File: src/rtl/reg_hazard_ctrl.sv
// Register-file hazard/forwarding controller: tracks outstanding long writes,
// stalls issue on RAW/WAW/capacity, drives bypass selects. Option: HAZARD_STATS_EN.
module reg_hazard_ctrl #(
    parameter int CNT_W   = 2,
    parameter int MAX_OUT = 4,
    parameter int STAT_W  = 32
) (
    input  logic              clk,
    input  logic              rst,
    input  logic              issue_valid,
    output logic              issue_ready,
    input  logic [4:0]        issue_rs1,
    input  logic [4:0]        issue_rs2,
    input  logic              issue_rs1_used,
    input  logic              issue_rs2_used,
    input  logic [4:0]        issue_rd,
    input  logic              issue_we,
    input  logic              issue_long,
    input  logic              wb_valid,
    input  logic [4:0]        wb_rd,
    output logic              fwd1,
    output logic              fwd2,
    output logic              pending_any,
    output logic              err,
    output logic [STAT_W-1:0] stall_cycles
);

    localparam int TOT_W = CNT_W + 5;
    localparam logic [CNT_W-1:0] PEND_MAX = '1;
    localparam logic [CNT_W-1:0] PEND_ONE = CNT_W'(1);

    logic [CNT_W-1:0] r_pend [32];
    logic [TOT_W-1:0] r_total;
    logic [4:0]       r_last_rd;
    logic             r_last_we;
    logic             r_err;

    logic [CNT_W-1:0] w_p1, w_p2, w_prd, w_pwb;
    logic             w_ret1, w_ret2, w_retd;
    logic             w_haz1, w_haz2, w_waw;
    logic             w_long_wr, w_full, w_ovf;
    logic             w_stall, w_accept;
    logic             w_inc, w_dec;
    logic [31:0]      w_inc_v, w_dec_v;

    assign w_p1  = r_pend[issue_rs1];
    assign w_p2  = r_pend[issue_rs2];
    assign w_prd = r_pend[issue_rd];
    assign w_pwb = r_pend[wb_rd];

    // Retire: the final outstanding write to that register lands this cycle
    assign w_ret1 = wb_valid & (wb_rd == issue_rs1) & (w_p1 == PEND_ONE);
    assign w_ret2 = wb_valid & (wb_rd == issue_rs2) & (w_p2 == PEND_ONE);
    assign w_retd = wb_valid & (wb_rd == issue_rd) & (w_prd == PEND_ONE);

    assign w_haz1 = issue_rs1_used & (issue_rs1 != 5'd0)
                  & (w_p1 != '0) & ~w_ret1;
    assign w_haz2 = issue_rs2_used & (issue_rs2 != 5'd0)
                  & (w_p2 != '0) & ~w_ret2;
    assign w_waw  = issue_we & (issue_rd != 5'd0)
                  & (w_prd != '0) & ~w_retd;

    assign w_long_wr = issue_long & issue_we & (issue_rd != 5'd0);
    assign w_full    = w_long_wr & (r_total == TOT_W'(MAX_OUT)) & ~wb_valid;
    assign w_ovf     = w_long_wr & (w_prd == PEND_MAX)
                     & ~(wb_valid & (wb_rd == issue_rd));

    assign w_stall = issue_valid
                   & (w_haz1 | w_haz2 | w_waw | w_full | w_ovf);

    assign issue_ready = ~w_stall;
    assign w_accept    = issue_valid & issue_ready;

    assign w_inc = w_accept & w_long_wr;
    assign w_dec = wb_valid & (wb_rd != 5'd0) & (w_pwb != '0);

    assign w_inc_v = w_inc ? (32'd1 << issue_rd) : 32'd0;
    assign w_dec_v = w_dec ? (32'd1 << wb_rd) : 32'd0;

    assign fwd1 = issue_rs1_used & (issue_rs1 != 5'd0)
                & (w_ret1 | (r_last_we & (r_last_rd == issue_rs1)
                             & (w_p1 == '0)));
    assign fwd2 = issue_rs2_used & (issue_rs2 != 5'd0)
                & (w_ret2 | (r_last_we & (r_last_rd == issue_rs2)
                             & (w_p2 == '0)));

    assign pending_any = (r_total != '0);
    assign err         = r_err;

    // Entry 0 is held at zero so x0 never looks pending
    always_ff @(posedge clk or posedge rst) begin
        if (rst) begin
            for (int i = 0; i < 32; i++) r_pend[i] <= '0;
        end else begin
            for (int i = 1; i < 32; i++) begin
                if (w_inc_v[i] & ~w_dec_v[i])
                    r_pend[i] <= r_pend[i] + PEND_ONE;
                else if (w_dec_v[i] & ~w_inc_v[i])
                    r_pend[i] <= r_pend[i] - PEND_ONE;
            end
        end
    end

    always_ff @(posedge clk or posedge rst) begin
        if (rst) begin
            r_total <= '0;
        end else if (w_inc & ~w_dec) begin
            r_total <= r_total + TOT_W'(1);
        end else if (w_dec & ~w_inc) begin
            r_total <= r_total - TOT_W'(1);
        end
    end

    always_ff @(posedge clk or posedge rst) begin
        if (rst) begin
            r_last_rd <= 5'd0;
            r_last_we <= 1'b0;
        end else if (w_accept & ~issue_long) begin
            r_last_rd <= issue_rd;
            r_last_we <= issue_we & (issue_rd != 5'd0);
        end else begin
            r_last_we <= 1'b0;
        end
    end

    always_ff @(posedge clk or posedge rst) begin
        if (rst) begin
            r_err <= 1'b0;
        end else if (wb_valid & ~w_dec) begin
            r_err <= 1'b1;
        end
    end

`ifdef HAZARD_STATS_EN
    logic [STAT_W-1:0] r_stall;

    always_ff @(posedge clk or posedge rst) begin
        if (rst) begin
            r_stall <= '0;
        end else if (w_stall & ~(&r_stall)) begin
            r_stall <= r_stall + STAT_W'(1);
        end
    end

    assign stall_cycles = r_stall;
`else
    assign stall_cycles = '0;
`endif

endmodule

File: config.mk
export PLATFORM = sky130hd
export DESIGN_NAME = reg_hazard_ctrl
export DESIGN_NICKNAME = d
export VERILOG_FILES = /design/src/rtl/reg_hazard_ctrl.sv
export SDC_FILE = /design/constraint.sdc
export NUM_CORES = 1
export LEC_CHECK = 0
export CORE_MARGIN = 1
export CORE_UTILIZATION = 35
export DETAILED_ROUTE_END_ITERATION = 12
export PLACE_DENSITY_LB_ADDON = 0.3
export RECOVER_POWER = 100
export SKIP_LAST_GASP = 1
export SLEW_MARGIN = 10
export SYNTH_ARGS = -nofsm -noshare
export SYNTH_HDL_FRONTEND = slang
export SYNTH_SLANG_ARGS = --single-unit
export TNS_END_PERCENT = 50
File: constraint.sdc
create_clock -name clk -period 8.85 [get_ports clk]
set_input_delay 0.885 -clock clk [delete_from_list [all_inputs] [get_ports clk]]
set_output_delay 0.885 -clock clk [all_outputs]
set_load 0.02 [all_outputs]
==> qor.yml <==
post_cts_buffers: 0
cts.root.buffer_cell: "clkbuf_16"
p_leak_nw: 3.317
cts.sinks: 76
layout_common_cells: "xor2_1 (85), dfrtp_1 (76), nor2_1 (71)"
layout.nets: 775
relSlewSlack_pct: -190.6
grt_pass1_wl_um: 30620
portBuffers: 32
cts-hold-fix-buffers: 0
fmax_ghz: 0.1493
post_cts_resized: 0
crit_type: "primary input to flip-flop"
first_global_vias: 5268
timing.final.hold_violations: 0
globalplace.congestion: 0.8394
synth_flop_cell: "dfrtp_1"
drive_gt1_share_pct: 13.45
yosysSeqAreaShare_pct: 27.22
worstHoldStart: "err$_DFFE_PP0P_"
critical_path.reg2reg.endpoint: "r_total[6]$_DFFE_PP0P_"
num_rows: 51
rsz0062_at_grt: "false"
slew_violations: 115
fin_crit_sh_pct: 75.71
required_ns: 9.12
antenna_cells_inserted: 0
die_x_um: 143.3
cts_tree: "built"
grt_max_degree: 77
core_area_um2: 19530
crit_path_max_fanout: 34
gr-total-overflow: 0
clkTransAtPathRegs_ns: 0.06
io_pins: 65
endpoint_kind: "flip-flop"
synthCells: 699
antenna_found_initial: 0
start_kind: "primary input"
start_util_pct: 35.79
async_flop_share_pct: 100.0
multiInputGateArea_um2: 4653
holdPathEnd: "err$_DFFE_PP0P_"
rr_startpoint: "r_total[3]$_DFFE_PP0P_"
numCtsBuffers: 9
via_per_inst: 5.550
num_vias: 5433
powerDensity_nw_per_um2: 245.2
fill_cells: 1951
finalSetupTns_ns: 0
wl_per_cell_um: 19.82
drv_cap: 3
r2r_slack_ns: 3.57
fin_skew_ns: 0.01067
die_area_um2: 20530
reg2regPathDepth: 18
die_h_um: 143.3
status: "complete, but fails checks"
drt_wl_total_um: 19410
syn_avg_cell_area_um2: 9.997
htreeDepth: 3
ys_types: 60
stdcell_count: 979
min_path_type: "flip-flop to flip-flop"
mostFrequentLayoutCell: "xor2_1"
grt_use_total_pct: 20.26
failed_checks: "max-capacitance violations, max-slew violations"
area_growth_pct: 9.722
setup_viol: 0
vdd_drop_max_v: 0.0001089
synth_area_um2: 6988
insertion_delay_ns: 0.35
drc: 0
ant_nets: 0
fin_crit_ns: 6.700
dr.pass1.iters: 6
yosysWarnings: 2
cts_buffer_depth: 2
worstHoldPathCells: 1
dp_cells: 963
synth-seq-cells: 76
tightest_slew_ns: 4.359
synth-edff-count: 0
drtIter0Drc: 388
cp.arrival_ns: 6.97
fin_total_pwr_mw: 1.880
regArea_um2: 1902
place_hpwl_um: 14110
## per-layer routing
| layer | routed length [um] | global-route usage, % | up-vias |
|---|---|---|---|
| met2 | 8794 | 30.91 | 229 |
| met3 | 1321 | 4.632 | 43 |
| li1 | - | - | 2469 |
| met4 | 690 | 9.518 | 0 |
| met1 | 8602 | 27.17 | 2692 |
| met5 | 0 | 0 | - |
## stage by stage
stage	util (%)	cell area (um2)	worst slack [ns]	hold slack, ns
final	39.27	7667	2.150	0.4633
after global routing	39.27	7667	1.736	0.4892
after CTS	39.42	7697	3.052	0.4684
after detailed placement	37.74	7370	2.698	0.4467
after global placement	37.74	7370	2.820	0.4483
after floorplan	-	7104	3.889	0.4429
## cell usage after synthesis (all sizes together), types with 9 or more instances
cell,n,area [um2]
mux4,45,1021
o21ai,10,53.80
mux2i,21,210.2
or2,10,62.56
a21oi,14,70.07
clkbuf,18,67.56
nor3,29,145.1
xor2,85,744.5
buf,60,425.4
nor2,71,266.5
ha,37,462.9
nor4,21,131.4
or3,10,62.56
xnor2,38,332.8
dfrtp,76,1902
nand3,14,70.07
mux2,14,157.7
inv,9,33.78
nand2,38,142.6
## state kept, by name (all words and copies together), names as in the netlist
register / count
r_total: 7
err: 1
r_last_rd: 5
r_last_we: 1
r_pend: 62
## cell families after synthesis
group | share of synthesized area (%)
and+or+nand+nor | 16.42
xor gates and xnor gates | 15.42
buffers and inverters | 7.592
muxes | 19.87
DFF | 27.22
AOI/OAI and AO/OA | 6.518
adders and majority gates | 6.911
other | 0.05366
## cell type report
class                           count  area share [%]
Clock buffer                       11           3.166
Clock inverter                      5           1.110
Inverter                           10          0.5059
Multi-Input combinational cell    566           60.69
Sequential cell                    76           24.80
Tap cell                          265           4.324
Timing Repair Buffer               46           5.401
## how the worst max path moves through the flow
stage / start / to / slack, ns / cells past startpoint
2_1_floorplan: issue_rs2[2] / r_total[6]$_DFFE_PP0P_ / 3.89 / 21
3_3_place_gp: issue_rs1[2] / r_total[6]$_DFFE_PP0P_ / 2.82 / 19
3_5_place_dp: issue_rs1[2] / r_total[6]$_DFFE_PP0P_ / 2.70 / 19
4_1_cts: issue_rs1[2] / r_total[6]$_DFFE_PP0P_ / 3.05 / 19
5_1_grt: wb_rd[1] / r_total[6]$_DFFE_PP0P_ / 1.74 / 20
6_report: wb_rd[1] / r_total[6]$_DFFE_PP0P_ / 2.15 / 20
## where the power goes
| part | leakage [nW] | switching (mW) | total (mW) | internal [mW] |
|---|---|---|---|---|
| clock | 0.156 | 0.155 | 0.410 | 0.256 |
| combinational | 2.19 | 0.315 | 0.714 | 0.399 |
| sequential | 0.975 | 0.266 | 0.756 | 0.491 |
## worst max-delay path, stage by stage
cell and delay (ns):
dlygate4sd3_1 0.52, clkbuf_1 1.23, xor2_1 0.20, nor4_1 0.09
and3_1 0.21, or2_2 0.28, o22ai_1 0.16, a211o_1 0.13
clkbuf_1 1.05, nor3_1 0.14, ha_1 0.30, inv_1 0.16
ha_1 0.28, nor2b_1 0.14, o21ai_0 0.19, a21boi_0 0.15
o21a_1 0.20, or3_1 0.30, a21oi_1 0.18, xor2_1 0.15
No activity file was read; power rests on OpenSTA's default activity.
